<file path="src/rtl/dram_fifo_rd_ctrl.sv">
//------------------------------------------------------------------------------
// Module  : dram_fifo_rd_ctrl
// Purpose : Read-side controller for a distributed-RAM FIFO. It fetches words
//           from a combinational-read SDPRAM and presents them as a
//           valid/ready stream. Define DRAM_FIFO_RD_SKID_EN for a two-entry
//           output stage; otherwise a single output register is used.
// Rev     : 1.0 - initial release
//------------------------------------------------------------------------------
`timescale 1ns/1ps
`default_nettype none

module dram_fifo_rd_ctrl #(
  parameter int ADDR_WIDTH = 4,
  parameter int DATA_WIDTH = 8
) (
  input  logic                  clk,
  input  logic                  rst,
  input  logic                  flush,
  input  logic [ADDR_WIDTH:0]   wr_ptr,
  output logic [ADDR_WIDTH:0]   rd_ptr,
  output logic [ADDR_WIDTH-1:0] ram_rd_addr,
  input  logic [DATA_WIDTH-1:0] ram_rd_data,
  output logic [DATA_WIDTH-1:0] m_data,
  output logic                  m_valid,
  input  logic                  m_ready,
  output logic [ADDR_WIDTH:0]   ram_level,
  output logic                  ovf_err
);

  localparam logic [ADDR_WIDTH:0] C_DEPTH   = {1'b1, {ADDR_WIDTH{1'b0}}};
  localparam logic [ADDR_WIDTH:0] C_PTR_ONE = {{ADDR_WIDTH{1'b0}}, 1'b1};

`ifdef DRAM_FIFO_RD_SKID_EN
  typedef enum logic [1:0] {S_EMPTY = 2'd0, S_ONE = 2'd1, S_TWO = 2'd2} state_t;
`else
  typedef enum logic [0:0] {S_EMPTY = 1'b0, S_ONE = 1'b1} state_t;
`endif

  state_t                  r_state, w_state_nxt;
  logic [ADDR_WIDTH:0]     r_rd_ptr, w_rd_ptr_nxt;
  logic [DATA_WIDTH-1:0]   r_head, w_head_nxt;
  logic                    r_ovf;
  logic                    w_fetch;
  logic                    w_pop;
  logic                    w_ram_nonempty;
`ifdef DRAM_FIFO_RD_SKID_EN
  logic [DATA_WIDTH-1:0]   r_skid, w_skid_nxt;
`endif

  assign ram_level      = wr_ptr - r_rd_ptr;
  assign w_ram_nonempty = (ram_level != '0);
  assign rd_ptr         = r_rd_ptr;
  assign ram_rd_addr    = r_rd_ptr[ADDR_WIDTH-1:0];
  assign m_data         = r_head;
  assign m_valid        = (r_state != S_EMPTY);
  assign ovf_err        = r_ovf;
  assign w_pop          = m_valid && m_ready && !flush;

`ifdef DRAM_FIFO_RD_SKID_EN
  // Fetch is decided from registered state only, keeping m_ready off the address path.
  assign w_fetch = w_ram_nonempty && (r_state != S_TWO) && !flush;
`else
  assign w_fetch = w_ram_nonempty && (!m_valid || m_ready) && !flush;
`endif

  always_comb begin
    w_state_nxt  = r_state;
    w_head_nxt   = r_head;
    w_rd_ptr_nxt = r_rd_ptr;
`ifdef DRAM_FIFO_RD_SKID_EN
    w_skid_nxt   = r_skid;
`endif
    if (flush) begin
      w_state_nxt  = S_EMPTY;
      w_rd_ptr_nxt = wr_ptr;
    end else begin
      if (w_fetch) begin
        w_rd_ptr_nxt = r_rd_ptr + C_PTR_ONE;
      end
      case (r_state)
        S_EMPTY: begin
          if (w_fetch) begin
            w_head_nxt  = ram_rd_data;
            w_state_nxt = S_ONE;
          end
        end
        S_ONE: begin
`ifdef DRAM_FIFO_RD_SKID_EN
          if (w_fetch && w_pop) begin
            w_head_nxt = ram_rd_data;
          end else if (w_fetch) begin
            w_skid_nxt  = ram_rd_data;
            w_state_nxt = S_TWO;
          end else if (w_pop) begin
            w_state_nxt = S_EMPTY;
          end
`else
          // In ONE a fetch is only enabled alongside a pop, so the head is replaced.
          if (w_fetch) begin
            w_head_nxt = ram_rd_data;
          end else if (w_pop) begin
            w_state_nxt = S_EMPTY;
          end
`endif
        end
`ifdef DRAM_FIFO_RD_SKID_EN
        S_TWO: begin
          if (w_pop) begin
            w_head_nxt  = r_skid;
            w_state_nxt = S_ONE;
          end
        end
`endif
        default: w_state_nxt = S_EMPTY;
      endcase
    end
  end

  always_ff @(posedge clk) begin
    if (rst) begin
      r_state  <= S_EMPTY;
      r_rd_ptr <= '0;
      r_head   <= '0;
      r_ovf    <= 1'b0;
`ifdef DRAM_FIFO_RD_SKID_EN
      r_skid   <= '0;
`endif
    end else begin
      r_state  <= w_state_nxt;
      r_rd_ptr <= w_rd_ptr_nxt;
      r_head   <= w_head_nxt;
      r_ovf    <= r_ovf | (ram_level > C_DEPTH);
`ifdef DRAM_FIFO_RD_SKID_EN
      r_skid   <= w_skid_nxt;
`endif
    end
  end

endmodule

`default_nettype wire

</file>
<file path="config.mk">
export PLATFORM = sky130hd
export DESIGN_NAME = dram_fifo_rd_ctrl
export DESIGN_NICKNAME = d
export VERILOG_FILES = /design/src/rtl/dram_fifo_rd_ctrl.sv
export SDC_FILE = /design/constraint.sdc
export NUM_CORES = 1
export LEC_CHECK = 0
export ABC_AREA = 1
export ABC_CLOCK_PERIOD_IN_PS = 2800
export BUFFER_PORTS_ARGS = -buffer_cell sky130_fd_sc_hd__buf_4
export CORE_ASPECT_RATIO = 0.9
export CORE_MARGIN = 4
export CORE_UTILIZATION = 46
export DETAILED_ROUTE_END_ITERATION = 16
export GPL_TIMING_DRIVEN = 0
export PLACE_DENSITY = 0.79
export SYNTH_ARGS = -nofsm -noshare
export SYNTH_HDL_FRONTEND = slang
export SYNTH_SLANG_ARGS = --single-unit
</file>
<file path="constraint.sdc">
create_clock -name clk -period 2.8 [get_ports clk]
set_clock_uncertainty 0.1 [all_clocks]
set_input_delay 0 -clock clk [delete_from_list [all_inputs] [get_ports clk]]
set_output_delay 0 -clock clk [all_outputs]
set_load 0.005 [all_outputs]
</file>
# ---- Yosys cells after proc, flatten, opt, wreduce, memory -nomap -nowiden
# Cells that the tools add are included.
dict set report word_totals {
  reg_bits 15
  input_bits 17
  out_inout_bits 24
  word_cells 28
}
dict set report op_classes {
  add_sub_neg 2
  n_lt_le_gt_ge 1
  muxes 7
  n_bitwise 3
  n_reduce_logical 11
}
# op count
set op_table {}
lappend op_table {{$mux 5} 2}
lappend op_table {{$mux 8} 1}
lappend op_table {{$add 5x1->5 const B} 1}
lappend op_table {{$gt 5x5->1 const B} 1}
lappend op_table {{$reduce_bool 5->1} 1}
lappend op_table {{$sub 5x5->5} 1}
lappend op_table {{$logic_and 1x1->1} 4}
lappend op_table {{$mux 1} 3}
lappend op_table {{$logic_not 1->1} 2}
lappend op_table {{$not 1->1} 2}
lappend op_table {{$pmux 1 s2} 1}
lappend op_table {{$reduce_and 2->1} 1}
lappend op_table {{$reduce_bool 2->1} 1}
lappend op_table {{$reduce_or 2->1} 1}
lappend op_table {{$logic_or 1x1->1} 1}
lappend op_table {{$or 1x1->1} 1}

# ---- Logic depth before layout (Yosys ltp)
# Gate-level depths: netlist of run 1.
dict set report logic_depth {
  word_depth 6
  ltp_mapped 14
}

# ---- Worst setup path after synthesis of run 1
# OpenSTA, ideal clock, no wires.
dict set report synth_timing {
  path_kind {register to register}
  startpoint {reg r_rd_ptr[0], in the netlist rd_ptr[0]}
  endpoint {reg r_head[0], in the netlist m_data[0]}
  t_arrival_ns 1.943
  required_time_ns 2.630
  slack_ns 0.687
  path_stages_with_launch 11
  synth_period_minus_slack_ns 2.113
  path_cell_list {dfxtp_1 -> ha_1 -> inv_1 -> fa_1 -> or2_0 -> nor2_2 -> nand3_2 -> buf_6 -> nand3_4 -> nand2_1 -> a21oi_1}
}
dict set report synth_between {
  elab_chain_cells 5
}
# element line
set synth_rtl {}
lappend synth_rtl {{start: declaration} 40} ;# logic [ADDR_WIDTH:0] r_rd_ptr, w_rd_ptr_nxt;
lappend synth_rtl {{start signal: assignment} 130} ;# r_rd_ptr <= w_rd_ptr_nxt;
lappend synth_rtl {{$sub 5x5->5} 50} ;# assign ram_level = wr_ptr - r_rd_ptr;
lappend synth_rtl {{net ram_level[1]} 26} ;# output logic [ADDR_WIDTH:0] ram_level,
lappend synth_rtl {{$reduce_bool 5->1} 51} ;# assign w_ram_nonempty = (ram_level != '0);
lappend synth_rtl {{$logic_and 1x1->1 (2 in a row)} 63} ;# assign w_fetch = w_ram_nonempty && (!m_valid || m_ready) && !flush;
lappend synth_rtl {{$reduce_and 2->1 (no line)} n/a}
lappend synth_rtl {{end signal: assignment} 131} ;# r_head <= w_head_nxt;
lappend synth_rtl {{end: declaration} 41} ;# logic [DATA_WIDTH-1:0] r_head, w_head_nxt;
# The timed path passes the listed nets, and every way through them passes these cells.
# A chain may end at the register's enable or synchronous reset.

# ---- Final worst setup path of run 1
dict set report layout_timing {
  startpoint {reg r_rd_ptr[0], in the netlist rd_ptr[0]}
  endpoint {reg r_head[3], in the netlist m_data[3]}
}
dict set report layout_between {
  elab_chain_cells 5
}
# element line
set layout_rtl {}
lappend layout_rtl {{$sub 5x5->5} 50}
lappend layout_rtl {{$reduce_bool 5->1} 51}
lappend layout_rtl {{$logic_and 1x1->1 (2 in a row)} 63}
lappend layout_rtl {{$reduce_and 2->1 (no line)} n/a}
# No other way between the ends.

==> results of run 1 <==
-- cells in the final DEF, fill, tap and decap left out, types with 3 or more instances in the layout --
cell           count
dfxtp_1           15
clkbuf_4           3
nand3_1           11
a21oi_1           16
nand2_1           26
o21ai_0            4
dlygate4sd3_1     14
inv_1             15
nor2_1             4
nand2_2            4
ha_1               5
xor2_1             3
buf_4             43
nand4_1            8
-- critical path, cell delays in order (launching register included) --
cell,delay (ns)
dfxtp_1,0.46
ha_1,0.19
inv_1,0.07
fa_1,0.45
or2_0,0.26
nor2_2,0.15
nand3_2,0.12
buf_6,0.17
nand3_4,0.11
nand2_1,0.09
a21oi_1,0.15
-- flip-flops by register name, summed over array words and instances (netlist names) --
signal and flops:
ovf_err 1, m_data 8, rd_ptr 5, m_valid 1
-- area by class of cell --
| class | instances | area (um^2) | area share [%] |
|---|---|---|---|
| sequential | 15 | 300 | 20.8 |
| multi-input combinational | 91 | 533 | 36.9 |
| buffer | 8 | 63.8 | 4.42 |
| clock buffer | 3 | 22.5 | 1.56 |
| clock inverter | 1 | 5.00 | 0.346 |
| tap | 25 | 31.3 | 2.16 |
| timing repair buffer | 53 | 433 | 30.0 |
| inverter | 15 | 56.3 | 3.90 |
-- worst paths after layout --
path                           from                      to  slack [ns]  depth (start not counted)
min reg2reg  m_data[0]$_SDFFE_PP0P_  m_data[0]$_SDFFE_PP0P_        0.36                          2
max          rd_ptr[0]$_SDFFE_PP0P_  m_data[3]$_SDFFE_PP0P_        0.41                         10
max reg2reg  rd_ptr[0]$_SDFFE_PP0P_  m_data[3]$_SDFFE_PP0P_        0.41                         10
min                       wr_ptr[1]  rd_ptr[1]$_SDFFE_PP0P_       0.003                          5
-- per-stage QoR --
stage / util, % / instance area (um^2) / instances / power (mW) / hold slack (ns)
floorplan: - / 953 / 129 / 0.359 / -0.0309
global placement: 65.4 / 1280 / 193 / 0.445 / 0.105
detailed placement: 65.4 / 1280 / 193 / 0.451 / 0.111
CTS: 74.0 / 1450 / 211 / 0.587 / 0.0138
global route: 74.0 / 1450 / 211 / 0.632 / 0.0328
finish: 74.0 / 1450 / 211 / 0.591 / 0.00326
-- Yosys cell counts --
master	number	area share (%)
nand2_1	26	10
a21oi_1	16	8.4
dfxtp_1	15	31
inv_1	15	5.9
nand3_1	11	5.8
nand4_1	8	5.2
ha_1	5	6.6
buf_4	4	3.1
nand2_2	4	2.6
nor2_1	4	1.6
o21ai_0	4	2.1
xor2_1	3	2.8
buf_2	1	0.52
buf_6	1	1.2
clkbuf_1	1	0.39
clkbuf_8	1	1.4
fa_1	1	2.1
mux2i_1	1	1.0
nand2_4	1	1.2
nand3_2	1	1.0
nand3_4	1	1.8
nor2_2	1	0.66
nor3_1	1	0.52
or2_0	1	0.66
or2_1	1	0.66
xnor2_1	1	0.92
-- cells by family (layout without fill, tap and decap cells) --
family                     Yosys count  after routing  synth area share, %
and+or+nand+nor                     60             60                 32.0
buffers and inverters               23             80                 12.6
AOI/OAI and AO/OA                   20             20                 10.5
DFF                                 15             15                 31.5
adders and majority gates            6              6                 8.66
xor gates and xnor gates             4              4                 3.68
muxes                                1              1                 1.05
-- metal layers --
metal / GRT usage, % / up-vias
met5: 0 / -
met4: 6.32 / 0
met3: 6.31 / 10
met2: 37.9 / 47
met1: 23.8 / 498
li1: - / 543
-- power groups by stage --
stage	Combinational [mW]	Clock, mW	Sequential (mW)
5_1_grt	0.246	0.137	0.249
3_5_place_dp	0.200	0	0.251
4_1_cts	0.218	0.123	0.246
2_1_floorplan	0.110	0	0.249
6_report	0.222	0.122	0.246
3_3_place_gp	0.195	0	0.250
-- what timing repair did --
action	CTS	global route
buffers inserted	0	0
endpoints found under the hold margin	13	0
hold buffers	14	0
==> flow_summary.toml, run 1 <==
[run_status]
status = "finished, final reports clean"

[cells_and_area]
diodes = 0
final_nets = 210
layout-drive-gt1-share_pct = 31.2
fillers = 147
area_growth_pct = 51.6

[sta]
clock.fmax_ghz = 0.419
relSlewSlack_pct = 67.8
period_share_pct = 85.3
setup_ws_ns = 0.412
rsz0062_at_grt = "no"
period_needed_ns = 2.39
finalSetupViolations = 0
finalHoldViolCount = 0
worst_pin_slew_ns = 0.483
fin_tns_setup_ns = 0
drv_slew = 0

[die]
rows = 15
boundaryPins = 41
design.core.area_mm2 = 0.00195
initial_core_util_pct = 48.8
fp.dieW_um = 56.0
dieHeight_um = 51.2
dieArea_mm2 = 0.00287

[cts]
cts.sinks = 15
cts_resized = 0
clk-insertion-delay-late_ns = 0.28
clockBufferDepth = 2
root_buffer = "clkbuf_4"
cts_made_buffers = 3
cts_max_level = 1
path_clk_slew_ns = 0.09
cts_tree = "yes"

[worst_hold_path]
hold_path_class = "input port to register"

[global_routing]
grt_max_degree = 11
grt_pass1_wl_um = 4770
grt_pass1_vias = 1085
grt_usage_pct = 21.0
antenna_found_initial = 0
grt.overflow.total = 0

[detailed_routing]
vias_per_cell = 5.20
vias = 1098
wl_met3_um = 187
drt_iter0_drc = 27
routed_wl_um = 2840
ant_nets = 0
drt-met1-wl_um = 1090
met2_length_um = 1490
wl_per_cell_um = 13.5
highest_layer = "met4"
drc = 0
firstDrtPassIters = 6

[synthesis]
syn_area_per_cell_um2 = 7.39
synth_seq_area_share_pct = 31.5
synth_cell_type_count = 26
syn_area_um2 = 953
ys_ff_latch = 15
syn_nets = 152
synthCells = 129
yosys_warnings = 0

[power_and_ir_drop]
ir_drop_uv = 424
p_sw_mw = 0.189
power.density_mw_per_mm2 = 409
p_leak_nw = 0.712
clkPwrFrac_pct = 20.7
pwr-share-seq_pct = 41.7
switching_share_pct = 31.9
p_int_mw = 0.402
p_comb_share_pct = 37.6

[placement]
place_ws_ns = 0.478
dpl.hpwl_um = 1810
gp_congestion = 0.726
port-buffer-count = 39

[critical_path]
cp.arrival_ns = 2.50
worst-path-max-fanout = 10
critPathLaunchType = "register"
cp-end-kind = "register"
crit_required_ns = 2.91
path_class = "register to register"

[job]
max_cap_violations = 0
Note: power is estimated with default switching activity, not from simulation.
==> run 2, diff against run 1 <==
--- a/config.mk
+++ b/config.mk
@@ -11,9 +11,11 @@
 export CORE_ASPECT_RATIO = 0.9
 export CORE_MARGIN = 4
 export CORE_UTILIZATION = 46
+export CTS_CLUSTER_DIAMETER = 80
 export DETAILED_ROUTE_END_ITERATION = 16
 export GPL_TIMING_DRIVEN = 0
 export PLACE_DENSITY = 0.79
+export RECOVER_POWER = 25
 export SYNTH_ARGS = -nofsm -noshare
 export SYNTH_HDL_FRONTEND = slang
 export SYNTH_SLANG_ARGS = --single-unit
==> flow_summary.toml, run 2 (synthesis gave the netlist of run 1 again) <==
[cells_and_area]
multi_input_area_um2 = 533
largest_register_ffs = 8
area.sequential_um2 = 300
mostFrequentLayoutCells = "buf_4, nand2_1, a21oi_1"
final_nets = 210
area_growth_pct = 51.6
final_util_pct = 74.0
fillers = 147
post-route-cell-area_mm2 = 0.00145
layout_commonest_cell = "buf_4"
layout-drive-gt1-share_pct = 31.2
diodes = 0

[die]
rows = 15
fp.dieW_um = 56.0
dieHeight_um = 51.2
design.core.area_mm2 = 0.00195
boundaryPins = 41
dieArea_mm2 = 0.00287
initial_core_util_pct = 48.8

[worst_hold_path]
worst_hold_startpoint = "wr_ptr[1]"
min_path_cells = 5
hold_path_class = "input port to register"
min_to = "rd_ptr[1]$_SDFFE_PP0P_"

[cts]
cts.sinks = 15
cts_made_buffers = 3
root_buffer = "clkbuf_4"
post_cts_buffers = 0
cts_max_level = 1
cts_resized = 0
ctsHoldBuffers = 14
clk-insertion-delay-late_ns = 0.28
path_clk_slew_ns = 0.09
cts_tree = "yes"
clockBufferDepth = 2

[power_and_ir_drop]
p_leak_nw = 0.708
power.density_mw_per_mm2 = 408
ir_drop_uv = 424

[critical_path]
cp.arrival_ns = 2.49
critPathLaunchType = "register"
max_stage_delay_ns = 0.47
crit_required_ns = 2.91
rr_startpoint = "rd_ptr[0]$_SDFFE_PP0P_"
crit_chain = "ha_1 -> inv_1 -> fa_1 -> or2_0 -> nor2_2 -> nand3_2 -> buf_6 -> nand3_4 -> nand2_1 -> a21oi_1"
timing.rr.end = "m_data[3]$_SDFFE_PP0P_"
worst-path-max-fanout = 10
crit_slowest_cell = "dfxtp_1"
reg2regPathDepth = 10
reg2reg_slack_ns = 0.42
cp-end-kind = "register"
path_class = "register to register"

[sta]
relSlewSlack_pct = 67.7
worst_pin_slew_ns = 0.485
rsz0062_at_grt = "no"
fin_tns_setup_ns = 0
finalSetupViolations = 0
clock.fmax_ghz = 0.419
period_needed_ns = 2.38
drv_slew = 0
period_share_pct = 85.2
finalHoldViolCount = 0

[run_status]
status = "finished, final reports clean"

[global_routing]
grt_usage_pct = 21.0
grt_pass1_wl_um = 4770
grt.overflow.total = 0
antenna_found_initial = 0
grt_max_degree = 11
grt_pass1_vias = 1085

[placement]
port-buffer-count = 39
post_dp_cell_area_mm2 = 0.00128
dpl.hpwl_um = 1810
gp_congestion = 0.726

[detailed_routing]
wl_per_cell_um = 13.5
drt_iter0_drc = 42
routed_wl_um = 2840
ant_nets = 0
drc = 0
firstDrtPassIters = 4
vias = 1076
vias_per_cell = 5.10

[job]
max_cap_violations = 0
run 2: report_power, final:
| part | internal (mW) | total (mW) | switching, mW | leakage, nW |
|---|---|---|---|---|
| Clock | 0.0530 | 0.122 | 0.0691 | 0.0177 |
| Sequential | 0.230 | 0.246 | 0.0163 | 0.124 |
| Combinational | 0.118 | 0.221 | 0.103 | 0.566 |
run 2: layout make-up:
class / count / share of cell area [%]
Multi-Input combinational cell: 91 / 36.9
Timing Repair Buffer: 53 / 30.0
Sequential cell: 15 / 20.8
Buffer: 8 / 4.42
Inverter: 15 / 3.90
Tap cell: 25 / 2.16
Clock buffer: 3 / 1.56
Clock inverter: 1 / 0.346
run 2: critical path: cells and delay by family (launching register included):
family,cells,cell delay [ns]
flip-flops,1,0.47
AND/OR/NAND/NOR,5,0.73
AO/OA/AOI/OAI,1,0.14
adder cells (fa/ha/maj),2,0.64
buffers and inverters,2,0.24
run 2: metrics by stage:
step           instances  hold slack, ns  total power [mW]  setup WS [ns]
2_1_floorplan        129         -0.0309             0.359          0.687
3_3_place_gp         193           0.105             0.445          0.539
3_5_place_dp         193           0.111             0.451          0.478
4_1_cts              211          0.0138             0.587          0.458
5_1_grt              211          0.0328             0.631          0.276
6_report             211         0.00242             0.590          0.415
run 2: worst max path at each step:
stage / slack, ns / end / from
finish: 0.42 / m_data[3]$_SDFFE_PP0P_ / rd_ptr[0]$_SDFFE_PP0P_
global route: 0.28 / m_data[3]$_SDFFE_PP0P_ / rd_ptr[0]$_SDFFE_PP0P_
CTS: 0.46 / m_data[5]$_SDFFE_PP0P_ / rd_ptr[0]$_SDFFE_PP0P_
detailed placement: 0.48 / m_data[5]$_SDFFE_PP0P_ / rd_ptr[0]$_SDFFE_PP0P_
global placement: 0.54 / m_data[1]$_SDFFE_PP0P_ / rd_ptr[0]$_SDFFE_PP0P_
floorplan: 0.69 / m_data[0]$_SDFFE_PP0P_ / rd_ptr[0]$_SDFFE_PP0P_
run 2: routing by layer:
layer / global-route usage (%) / vias to the layer above / part of all wire (%)
met4: 6.32 / 0 / 2.3
li1: - / 541 / -
met3: 6.31 / 8 / 6.2
met2: 37.9 / 44 / 52
met1: 23.8 / 483 / 39
met5: 0 / - / 0
==> run 3, diff against run 2 <==
--- a/config.mk
+++ b/config.mk
@@ -10,11 +10,11 @@
 export BUFFER_PORTS_ARGS = -buffer_cell sky130_fd_sc_hd__buf_4
 export CORE_ASPECT_RATIO = 0.9
 export CORE_MARGIN = 4
-export CORE_UTILIZATION = 46
+export CORE_UTILIZATION = 40
 export CTS_CLUSTER_DIAMETER = 80
 export DETAILED_ROUTE_END_ITERATION = 16
 export GPL_TIMING_DRIVEN = 0
-export PLACE_DENSITY = 0.79
+export PLACE_DENSITY = 0.7
 export RECOVER_POWER = 25
 export SYNTH_ARGS = -nofsm -noshare
 export SYNTH_HDL_FRONTEND = slang
==> flow_summary.toml, run 3 (synthesis gave the netlist of run 1 again) <==
[cells_and_area]
layout_commonest_cell = "buf_4"
diodes = 0
fillers = 199
multi_input_area_um2 = 533
final_nets = 210
area.sequential_um2 = 300
post-route-cell-area_mm2 = 0.00145
area_growth_pct = 51.8
largest_register_ffs = 8
mostFrequentLayoutCells = "buf_4, nand2_1, a21oi_1"
layout-drive-gt1-share_pct = 31.2

[placement]
dpl.hpwl_um = 1870
post_dp_cell_area_mm2 = 0.00128
gp_congestion = 0.746
port-buffer-count = 39

[sta]
rsz0062_at_grt = "no"
period_share_pct = 83.6
fin_tns_setup_ns = 0
worst_pin_slew_ns = 0.510
finalHoldViolCount = 0
drv_slew = 0
clock.fmax_ghz = 0.427
finalSetupViolations = 0
period_needed_ns = 2.34
relSlewSlack_pct = 66.0

[power_and_ir_drop]
ir_drop_uv = 426
p_comb_share_pct = 36.9
switching_share_pct = 31.7
p_sw_mw = 0.186
pwr-share-seq_pct = 41.8
p_leak_nw = 0.706
power.density_mw_per_mm2 = 406
clkPwrFrac_pct = 21.3
p_int_mw = 0.401

[worst_hold_path]
hold_path_class = "input port to register"
min_path_cells = 5

[die]
fp.dieW_um = 59.5
rows = 16
boundaryPins = 41
initial_core_util_pct = 42.9
dieArea_mm2 = 0.00323
dieHeight_um = 54.3
design.core.area_mm2 = 0.00222

[cts]
clk-insertion-delay-late_ns = 0.29
cts_tree = "yes"
cts_resized = 0
post_cts_buffers = 0
cts_max_level = 1
cts_made_buffers = 3
clockBufferDepth = 2
path_clk_slew_ns = 0.09
root_buffer = "clkbuf_4"
cts.sinks = 15
ctsHoldBuffers = 14

[critical_path]
crit_chain = "ha_1 -> inv_1 -> fa_1 -> or2_0 -> nor2_2 -> nand3_2 -> buf_6 -> nand3_4 -> nand2_1 -> a21oi_1"
critPathLaunchType = "register"
worst-path-max-fanout = 10
crit_slowest_cell = "dfxtp_1"
crit_required_ns = 2.92
cp-end-kind = "register"
max_stage_delay_ns = 0.47
reg2regPathDepth = 10
cp.arrival_ns = 2.46
path_class = "register to register"

[detailed_routing]
ant_nets = 0
drt_iter0_drc = 21
routed_wl_um = 2530
wl_per_cell_um = 11.9
vias_per_cell = 4.89
vias = 1042
firstDrtPassIters = 4
drc = 0

[global_routing]
grt_pass1_wl_um = 4130
grt.overflow.total = 0
grt_usage_pct = 16.7
antenna_found_initial = 0
grt_max_degree = 11
grt_pass1_vias = 943

[run_status]
status = "finished, final reports clean"

[job]
max_cap_violations = 0
==> run 3: routing by layer <==
| layer | global-route usage [%] | wire [um] | up-vias |
|---|---|---|---|
| met3 | 4.48 | 109 | 2 |
| met5 | 0 | 0 | - |
| met4 | 3.40 | 9 | 0 |
| met1 | 21.3 | 1160 | 486 |
| li1 | - | - | 536 |
| met2 | 28.4 | 1260 | 18 |
==> run 3: final timing paths <==
| check | startpoint | end | slack (ns) |
|---|---|---|---|
| max | rd_ptr[0]$_SDFFE_PP0P_ | m_data[7]$_SDFFE_PP0P_ | 0.46 |
| min | wr_ptr[3] | rd_ptr[3]$_SDFFE_PP0P_ | 0.0009 |
| max reg2reg | rd_ptr[0]$_SDFFE_PP0P_ | m_data[7]$_SDFFE_PP0P_ | 0.46 |
| min reg2reg | m_data[0]$_SDFFE_PP0P_ | m_data[0]$_SDFFE_PP0P_ | 0.36 |
==> run 3: power by group through the flow <==
| stage | registers [mW] | logic (mW) | clock network (mW) |
|---|---|---|---|
| 6_report | 0.245 | 0.217 | 0.125 |
| 4_1_cts | 0.246 | 0.219 | 0.125 |
| 2_1_floorplan | 0.249 | 0.110 | 0 |
| 5_1_grt | 0.248 | 0.242 | 0.133 |
| 3_3_place_gp | 0.250 | 0.197 | 0 |
| 3_5_place_dp | 0.251 | 0.202 | 0 |
==> run 3: layout make-up <==
| class | instances | area share, % |
|---|---|---|
| Clock inverter | 1 | 0.346 |
| Inverter | 15 | 3.89 |
| Clock buffer | 3 | 1.56 |
| Timing Repair Buffer | 53 | 29.9 |
| Buffer | 8 | 4.41 |
| Tap cell | 27 | 2.33 |
| Sequential cell | 15 | 20.7 |
| Multi-Input combinational cell | 91 | 36.8 |
==> run 3: worst max-delay path: cells and delay by family, from the launching register on <==
family                   cells  cell delay, ns
AO/OA/AOI/OAI                1            0.13
adder cells (fa/ha/maj)      2            0.64
AND/OR/NAND/NOR              5            0.70
buffers and inverters        2            0.23
flip-flops                   1            0.47
==> run 3: stage by stage <==
stage	power, mW	setup WS [ns]	cells	hold slack, ns	utilization, %
2_1_floorplan	0.359	0.687	129	-0.0309	-
3_3_place_gp	0.447	0.517	195	0.105	57.6
3_5_place_dp	0.453	0.489	195	0.116	57.6
4_1_cts	0.589	0.463	213	0.00173	65.1
5_1_grt	0.624	0.321	213	0.0387	65.1
6_report	0.587	0.460	213	0.000866	65.1
